File: src/rtl/pooling_window_buffer_pkg.sv
// Shared definitions for the pooling window buffer: element slice macros and
// the counter-width helper used by the top level and the line buffer.
`ifndef POOLING_WINDOW_BUFFER_MACROS
`define POOLING_WINDOW_BUFFER_MACROS
`define L(w, i) ((((i) + 1) * (w)) - 1)
`define R(w, i) ((i) * (w))
`endif

package pooling_window_buffer_pkg;

   // Never returns less than 1 so a counter with a single state still has a bit.
   function automatic int clog2(input int value);
      int w;
      w = 1;
      while ((1 << w) < value) w++;
      return w;
   endfunction

endpackage

File: src/rtl/pooling_window_buffer_line.sv
// Holds the first POOL-1 rows of the current pooling band and presents the
// POOL entries ending at the current column of every row as one packed vector.
module pool_line_buffer
   import pooling_window_buffer_pkg::*;
#(
   parameter int D_WIDTH   = 8,
   parameter int POOL      = 2,
   parameter int IMG_WIDTH = 8,
   localparam int ROWS     = POOL - 1,
   localparam int ROW_W    = clog2(POOL),
   localparam int COL_W    = clog2(IMG_WIDTH)
) (
   input  logic                           clk,
   input  logic                           wr_en_i,
   input  logic [ROW_W-1:0]               wr_row_i,
   input  logic [COL_W-1:0]               wr_addr_i,
   input  logic [D_WIDTH-1:0]             wr_data_i,
   input  logic [COL_W-1:0]               rd_base_i,
   output logic [ROWS*POOL*D_WIDTH-1:0]   rd_data_o
);

   logic [D_WIDTH-1:0] mem_q [ROWS][IMG_WIDTH];

   // Contents are never cleared: every entry is rewritten before a window reads it.
   always_ff @(posedge clk) begin
      if (wr_en_i) begin
         for (int r = 0; r < ROWS; r++) begin
            for (int a = 0; a < IMG_WIDTH; a++) begin
               if (wr_row_i == ROW_W'(r) && wr_addr_i == COL_W'(a)) begin
                  mem_q[r][a] <= wr_data_i;
               end
            end
         end
      end
   end

   for (genvar r = 0; r < ROWS; r++) begin : g_row
      for (genvar c = 0; c < POOL; c++) begin : g_col
         localparam int K = r * POOL + c;
         logic [COL_W-1:0]   addr;
         logic [D_WIDTH-1:0] sel;

         assign addr = rd_base_i + COL_W'(c);

         always_comb begin
            sel = '0;
            for (int a = 0; a < IMG_WIDTH; a++) begin
               if (addr == COL_W'(a)) sel = mem_q[r][a];
            end
         end

         assign rd_data_o[`L(D_WIDTH, K):`R(D_WIDTH, K)] = sel;
      end
   end

endmodule

File: src/rtl/pooling_window_buffer.sv
// Assembles non-overlapping POOL x POOL windows from a raster pixel stream and
// hands each one to the max-pooling comparator as a single packed word.
module pooling_window_buffer
   import pooling_window_buffer_pkg::*;
#(
   parameter int D_WIDTH    = 8,
   parameter int POOL       = 2,
   parameter int IMG_WIDTH  = 8,
   parameter int IMG_HEIGHT = 8
) (
   input  logic                        clk,
   input  logic                        rst_n,
   input  logic [D_WIDTH-1:0]          in_data,
   input  logic                        in_valid,
   output logic                        in_ready,
   output logic [D_WIDTH*POOL*POOL-1:0] out_data,
   output logic                        out_valid,
   input  logic                        out_ready,
   output logic                        out_last
);

   localparam int ROWS   = POOL - 1;
   localparam int BANDS  = IMG_HEIGHT / POOL;
   localparam int COL_W  = clog2(IMG_WIDTH);
   localparam int ROW_W  = clog2(POOL);
   localparam int BAND_W = clog2(BANDS);
   localparam int WIN_W  = clog2(POOL);
   localparam int OUT_W  = D_WIDTH * POOL * POOL;

   logic [COL_W-1:0]  col_q, col_d;
   logic [ROW_W-1:0]  bandRow_q, bandRow_d;
   logic [BAND_W-1:0] band_q, band_d;
   logic [WIN_W-1:0]  winCol_q, winCol_d;
   logic [POOL-2:0][D_WIDTH-1:0] lastRow_q, lastRow_d;
   logic [OUT_W-1:0]  outData_q, outData_d;
   logic              outValid_q, outValid_d;
   logic              outLast_q, outLast_d;

   logic                         accept;
   logic                         lastRowPhase;
   logic                         winDone;
   logic                         frameEnd;
   logic [ROWS*POOL*D_WIDTH-1:0] lbufData;
   logic [OUT_W-1:0]             window;

   assign in_ready     = !outValid_q || out_ready;
   assign accept       = in_valid && in_ready;
   assign lastRowPhase = (bandRow_q == ROW_W'(POOL - 1));
   assign winDone      = lastRowPhase && (winCol_q == WIN_W'(POOL - 1));
   assign frameEnd     = (col_q == COL_W'(IMG_WIDTH - 1)) && (band_q == BAND_W'(BANDS - 1));

   pool_line_buffer #(
      .D_WIDTH   (D_WIDTH),
      .POOL      (POOL),
      .IMG_WIDTH (IMG_WIDTH)
   ) u_lineBuf (
      .clk       (clk),
      .wr_en_i   (accept && !lastRowPhase),
      .wr_row_i  (bandRow_q),
      .wr_addr_i (col_q),
      .wr_data_i (in_data),
      .rd_base_i (col_q - COL_W'(POOL - 1)),
      .rd_data_o (lbufData)
   );

   // The completing pixel bypasses the shift register straight into the window.
   assign window[ROWS*POOL*D_WIDTH-1:0] = lbufData;
   for (genvar c = 0; c < POOL - 1; c++) begin : g_last
      assign window[`L(D_WIDTH, ROWS*POOL + c):`R(D_WIDTH, ROWS*POOL + c)] = lastRow_q[c];
   end
   assign window[`L(D_WIDTH, POOL*POOL - 1):`R(D_WIDTH, POOL*POOL - 1)] = in_data;

   always_comb begin
      col_d     = col_q;
      bandRow_d = bandRow_q;
      band_d    = band_q;
      winCol_d  = winCol_q;
      if (accept) begin
         winCol_d = (winCol_q == WIN_W'(POOL - 1)) ? '0 : winCol_q + WIN_W'(1);
         if (col_q == COL_W'(IMG_WIDTH - 1)) begin
            col_d = '0;
            if (lastRowPhase) begin
               bandRow_d = '0;
               band_d    = (band_q == BAND_W'(BANDS - 1)) ? '0 : band_q + BAND_W'(1);
            end else begin
               bandRow_d = bandRow_q + ROW_W'(1);
            end
         end else begin
            col_d = col_q + COL_W'(1);
         end
      end
   end

   always_comb begin
      lastRow_d = lastRow_q;
      if (accept && lastRowPhase) begin
         for (int i = 0; i < POOL - 2; i++) lastRow_d[i] = lastRow_q[i+1];
         lastRow_d[POOL-2] = in_data;
      end
   end

   // A window loaded on the same edge that consumes the old one keeps out_valid high.
   always_comb begin
      outData_d  = outData_q;
      outValid_d = outValid_q;
      outLast_d  = outLast_q;
      if (accept && winDone) begin
         outData_d  = window;
         outValid_d = 1'b1;
         outLast_d  = frameEnd;
      end else if (outValid_q && out_ready) begin
         outValid_d = 1'b0;
         outLast_d  = 1'b0;
      end
   end

   always_ff @(posedge clk or negedge rst_n) begin
      if (!rst_n) begin
         col_q      <= '0;
         bandRow_q  <= '0;
         band_q     <= '0;
         winCol_q   <= '0;
         lastRow_q  <= '0;
         outData_q  <= '0;
         outValid_q <= 1'b0;
         outLast_q  <= 1'b0;
      end else begin
         col_q      <= col_d;
         bandRow_q  <= bandRow_d;
         band_q     <= band_d;
         winCol_q   <= winCol_d;
         lastRow_q  <= lastRow_d;
         outData_q  <= outData_d;
         outValid_q <= outValid_d;
         outLast_q  <= outLast_d;
      end
   end

   assign out_data  = outData_q;
   assign out_valid = outValid_q;
   assign out_last  = outLast_q;

endmodule

File: config.mk
export PLATFORM = sky130hd
export DESIGN_NAME = pooling_window_buffer
export DESIGN_NICKNAME = d
export VERILOG_FILES = /design/src/rtl/pooling_window_buffer_pkg.sv /design/src/rtl/pooling_window_buffer_line.sv /design/src/rtl/pooling_window_buffer.sv
export SDC_FILE = /design/constraint.sdc
export NUM_CORES = 1
export LEC_CHECK = 0
export CORE_MARGIN = 8
export CORE_UTILIZATION = 53
export CTS_CLUSTER_DIAMETER = 80
export CTS_CLUSTER_SIZE = 10
export DETAILED_ROUTE_END_ITERATION = 8
export PLACE_DENSITY_LB_ADDON = 0.05
export SETUP_SLACK_MARGIN = 0.2
export SLEW_MARGIN = 20
export SYNTH_ARGS = -nofsm -noshare
export SYNTH_HDL_FRONTEND = slang
export SYNTH_SLANG_ARGS = --single-unit
File: constraint.sdc
create_clock -name clk -period 2.7 [get_ports clk]
set_input_delay 0.405 -clock clk [delete_from_list [all_inputs] [get_ports clk]]
set_output_delay 0.405 -clock clk [all_outputs]
set_load 0.05 [all_outputs]
# ---- Word level (Yosys, flattened, before mapping)
# Memories as Yosys holds them, arrays and structs flattened.
# Cells that the tools add are included.
dict set report word_totals {
  inputBits 12
  mem_count 1
  output_inout_bits 35
  register_bits 49
  ramBits 64
}
# name words word_bits read_ports rd_clocked_by_memory_dff write_ports line_no
set memory_table {}
lappend memory_table {u_lineBuf.mem_q 1 64 1 0 1 pooling_window_buffer_line.sv:22} ;# logic [D_WIDTH-1:0] mem_q [ROWS][IMG_WIDTH];
dict set report op_classes {
  n_reduce_logical 31
  mux 61
  addsub 6
  n_bitwise 1
  n_eq_ne 22
}
# op count
set op_table {}
lappend op_table {{$mux W64} 7}
lappend op_table {{$reduce_or A64 Y1} 7}
lappend op_table {{$mux W8} 18}
lappend op_table {{$eq A3 B3 Y1 const B} 12}
lappend op_table {{$mux W1} 29}
lappend op_table {{$eq A3 B2 Y1 const B} 6}
lappend op_table {{$logic_and A1 B1 Y1} 15}
lappend op_table {{$eq A3 B1 Y1 const B} 3}
lappend op_table {{$logic_not A3 Y1} 3}
lappend op_table {{$mux W7} 1}
lappend op_table {{$add A3 B1 Y3 const B} 2}
lappend op_table {{$mux W3} 2}
lappend op_table {{$mux W6} 1}
lappend op_table {{$mux W5} 1}
lappend op_table {{$mux W4} 1}
lappend op_table {{$reduce_and A3 Y1} 1}
lappend op_table {{$sub A3 B1 Y3 const B} 1}
lappend op_table {{$add A1 B1 Y1 const B} 2}
lappend op_table {{$add A2 B1 Y2 const B} 1}
lappend op_table {{$eq A2 B2 Y1 const B} 1}
lappend op_table {{$logic_not A1 Y1} 2}
lappend op_table {{$mux W2} 1}
lappend op_table {{$reduce_and A2 Y1} 1}
lappend op_table {{$reduce_bool A2 Y1} 1}
lappend op_table {{other kinds (2)} 2}

# ---- Logic depth before layout (Yosys ltp)
dict set report depth {
  ltp_word 14
  mapped_depth 13
  mapped_depth_nobuf 9
}

# ---- Hierarchy
# A second synthesis with hierarchy kept.
dict set report hier_totals {
  cells_unflattened 469
  area_unflattened_um2 5864.4
}
# mod instances cells_each area_each_um2 seq_area_each_um2
set modules_own_cells {}
lappend modules_own_cells {pool_line_buffer 1 345 3789.9 1921.8}
lappend modules_own_cells {pooling_window_buffer 1 124 2074.5 1226.2}

# ---- Least setup slack after synthesis
# OpenSTA, ideal clock, no wires.
dict set report synth_timing {
  kind {flip-flop to flip-flop}
  startpoint {reg col_q[0]}
  endpoint {reg outData_q[10] (netlist: out_data[10])}
  setup_slack_ps -81
  t_required_ps 2567
  stages_incl_launch_ff 13
  t_arrival_ps 2648
  path_cell_list {dfrtp_1 > inv_1 > ha_1 > ha_1 > buf_6 > clkbuf_1 > inv_1 > ha_1 > clkbuf_1 > clkbuf_1 > nand2_1 > o211ai_1 > a21oi_1}
}
dict set report synth_between {
  elab_chain_len 11
  word_cells_on_any_way 18
  cone_classes {2 x add/sub; 7 x eq/ne; 8 x mux; 1 x reduce/logical}
}
# item line_no
set synth_rtl {}
lappend synth_rtl {{start, declared} pooling_window_buffer.sv:30} ;# logic [COL_W-1:0] col_q, col_d;
lappend synth_rtl {{start signal, assigned} pooling_window_buffer.sv:128} ;# col_q <= col_d;
lappend synth_rtl {{$sub A3 B1 Y3 *} pooling_window_buffer.sv:62} ;# .rd_base_i (col_q - COL_W'(POOL - 1)),
lappend synth_rtl {{$add A3 B1 Y3 *} pooling_window_buffer_line.sv:43} ;# assign addr = rd_base_i + COL_W'(c);
lappend synth_rtl {{$logic_not A3 Y1} pooling_window_buffer_line.sv:48} ;# if (addr == COL_W'(a)) sel = mem_q[r][a];
lappend synth_rtl {{$mux W8 (7 in a row)} pooling_window_buffer_line.sv:48}
lappend synth_rtl {{$mux W8 *} pooling_window_buffer_line.sv:48}
lappend synth_rtl {{end signal, assigned} pooling_window_buffer.sv:133} ;# outData_q <= outData_d;
lappend synth_rtl {{end, declared} pooling_window_buffer.sv:35} ;# logic [OUT_W-1:0] outData_q, outData_d;
# Mark *: on every way between the ends. The rest lies on a longest branch, timed or not.
# A chain may end at the register's enable or synchronous reset.

# ---- Worst setup path in the final report
dict set report layout_timing {
  startpoint {reg col_q[0]}
  endpoint {reg outData_q[6] (netlist: out_data[6])}
}
dict set report layout_between {
  elab_chain_len 10
  word_cells_on_any_way 17
  cone_classes {1 x add/sub; 7 x eq/ne; 8 x mux; 1 x reduce/logical}
}
# item line_no
set layout_rtl {}
lappend layout_rtl {{$sub A3 B1 Y3 *} pooling_window_buffer.sv:62}
lappend layout_rtl {{$logic_not A3 Y1} pooling_window_buffer_line.sv:48}
lappend layout_rtl {{$mux W8 (7 in a row)} pooling_window_buffer_line.sv:48}
lappend layout_rtl {{$mux W8 *} pooling_window_buffer_line.sv:48}
# Marked as above.

==> qor.txt <==
Synth Net Count -> 651
Area leader, netlist -> edfxtp_1
Worst slew margin -> 53.7%
Worst hold path type -> input pin to asynchronous set/reset pin
Final setup vio count -> 0
Root buf cell -> clkbuf_16
Outcome -> completed
Post-Syn Area -> 6300 um^2
Initial antenna violation count -> 0
Final net count -> 714
First-pass GRT wire length -> 29.8 mm
Seq pwr share -> 23.3%
Largest net degree at the start of global routing -> 50
First-pass iteration count of the detailed router -> 5
GRT Util Overall -> 25.1%
CP Class -> register to register
Pwr Density -> 1440 nW/um^2
Combinational Power Share -> 57.7%
Area delta synth->final -> 23.9%
Drt wl/cell -> 22.6 um
H-Tree Depth -> 4
Die Y-Extent -> 125 um
RSZ-0062 raised after global routing -> false
Hold Vio Cnt, Final -> 0
Post-route cell area -> 7800 um^2
Global route overflow -> 0
Clk pwr share -> 19.0%
GP Congestion -> 0.952
Internal -> 0.00609 W
Post-synth EDFFs -> 64
Largest cells by area after synthesis -> edfxtp_1 31%, dfrtp_1 19%, and2_1 6.6%
DP Area -> 7090 um^2
Sw power -> 0.00516 W
Synthesized flop and latch total -> 113
Synth Area per Inst -> 10.0 um^2
CTS sink cnt -> 113
Fmax -> 419 MHz
Mapped Cells -> 627
Core area -> 11,800 um^2
Unique masters post-synth -> 51
Sw Ratio -> 45.9%
DR vias/cell -> 6.13
Ratio of cells with drive above 1 in the final layout -> 16.8%
Routed WL -> 19.2 mm
Post-synthesis sequential area ratio -> 50.0%
Slew @ Worst Pin -> 0.695 ns
Full die area -> 15,600 um^2
Sequential cell area -> 3150 um^2
Ys flop type -> edfxtp_1
Initial Util -> 53.3%
Crit-path max FO -> 10
CP startpoint kind -> register
Chip Width -> 125 um
DP HPWL -> 13.5 mm
TritonCTS Buffers -> 17
Fin Setup TNS -> 0 ns
Vias in the first global route -> 5,205
Final WS setup -> 0.312 ns
Max-slew violation count -> 0
DRT iter0 DRCs -> 634
Fill cells -> 934
Reg clk slew, reported paths -> 0.06 ns
Ys Warns -> 0
Pleak -> 3.09 nW
WP data arrival -> 2.67 ns
Crit end category -> register
Minimum clock period -> 2.39 ns
CTS tree -> done
PortBufs -> 46
Rows -> 40
Routed Antenna Nets -> 0
Period utilization -> 88.4%
Multi-input logic area -> 2930 um^2
Pre-CTS setup slack -> 0.0909 ns
Max-cap violations -> 0
Worst skew pair latency -> 0.43 ns
Asr flop ratio synth -> 43.4%
Max VDD drop -> 0.000843 V
Setup Skew -> 0.0111 ns
Vias -> 5,213
CP Data Required Time -> 2.99 ns
Bufs on Longest Clock Path -> 2
IO Count -> 47
DR DRC count -> 0
Top cell type's share of synthesized area -> 30.5%
Ant diodes -> 0
## power groups by stage
stage	sequential, W	combinational, W	clock (W)
3_3_place_gp	0.00262	0.00600	0
4_1_cts	0.00261	0.00622	0.00218
3_5_place_dp	0.00263	0.00607	0
5_1_grt	0.00266	0.00693	0.00226
6_report	0.00262	0.00649	0.00214
2_1_floorplan	0.00337	0.00335	0
## cells in the mapped netlist, types with 8 or more instances
library cell  instances
o22ai_1               8
nand3b_1              9
dfrtp_1              49
ha_1                 12
nor3b_1              16
o211ai_1              8
a32o_1                8
clkbuf_1             24
edfxtp_1             64
mux2_1               10
a21oi_1              25
nand2_1              83
a2bb2oi_1            14
and2_1               66
inv_1                31
a21o_1                9
nand3_1              20
nor2b_1              10
o32ai_1               8
nor3_1               21
buf_2                16
nor2_1               22
a211oi_1              8
o21ai_0              24
## what timing repair did
| action | in CTS | in global routing |
|---|---|---|
| endpoints found under the setup margin | 15 | 16 |
| buffers inserted | 2 | 3 |
| gates resized for setup | 9 | 14 |
| hold buffers | 0 | 0 |
| pin swaps | 2 | 4 |
## through the flow
stage	utilization, %	hold slack [ns]	instances	power [W]
floorplan	-	0.109	627	0.00673
global placement	60.0	0.443	813	0.00861
detailed placement	60.0	0.455	813	0.00870
CTS	65.3	0.125	847	0.0110
global route	66.1	0.153	850	0.0118
finish	66.1	0.101	850	0.0112
## cells in the final DEF, fill, tap and decap left out, types with 5 or more instances in the layout
cell,count
clkdlybuf4s50_1,44
nor3_1,20
nor2_1,22
ha_1,8
nor3b_1,15
a32o_1,8
inv_6,6
a21o_1,9
o211ai_1,8
a21oi_1,25
mux2_1,10
dfrtp_1,48
o41ai_1,6
clkbuf_16,17
buf_12,5
nor2b_1,9
o22ai_1,8
a221oi_1,7
edfxtp_1,64
a31o_2,7
nand3_1,19
and2_1,66
o21ai_0,22
inv_1,30
buf_4,40
a2bb2oi_1,14
nand3b_1,9
o32ai_2,5
nand2_1,82
a211oi_1,8
a2111oi_2,7
## worst paths after layout
path	startpoint	end	slack, ns	cells past startpoint
worst max-delay path	col_q[0]	out_data[6]	0.31	8
worst min-delay path	rst_n	col_q[2]	0.10	2
worst max register to register	col_q[0]	out_data[6]	0.31	8
worst min register to register	lastRow_q[7]	out_data[23]	0.47	2
max in group asynchronous	rst_n	col_q[1]	2.12	2
min in group clk	lastRow_q[7]	out_data[23]	0.47	2
## kinds of logic after synthesis
group / after synthesis / synth area share, %
and+or+nand+nor: 260 / 22.0
AOI/OAI and AO/OA: 151 / 18.0
DFF: 113 / 50.0
buffers and inverters: 78 / 5.32
adders and majority gates: 12 / 2.38
muxes: 11 / 1.97
xor gates and xnor gates: 2 / 0.278
## metal layers
metal / vias up / global-route usage, % / part of all wire [%]
li1: 2406 / - / -
met1: 2532 / 30.8 / 42
met2: 222 / 40.2 / 47
met3: 53 / 6.54 / 6.8
met4: 0 / 13.2 / 4.5
met5: - / 0 / 0
## sequential cells by signal (all words and copies together) (netlist names)
name and count:
u_lineBuf.mem_q 64, out_data 32, lastRow_q 8, col_q 3, band_q 2, bandRow_q 1, out_last 1, out_valid 1
winCol_q 1
## critical path: stages, from the launching register on
cell	delay, ns
dfrtp_1	0.38
inv_1	0.14
ha_4	0.19
ha_1	0.24
buf_4	0.19
or3b_4	0.47
a2bb2oi_1	0.16
a2111oi_2	0.37
a211oi_1	0.10
## cell type report
| cell class | instances | share of cell area (%) |
|---|---|---|
| Sequential cell | 113 | 40.4 |
| Tap cell | 147 | 2.36 |
| Multi-Input combinational cell | 436 | 37.5 |
| Inverter | 31 | 1.49 |
| Timing Repair Buffer | 91 | 11.0 |
| Clock buffer | 18 | 5.63 |
| Clock inverter | 14 | 1.65 |
Note: power is estimated with default switching activity, not from simulation.
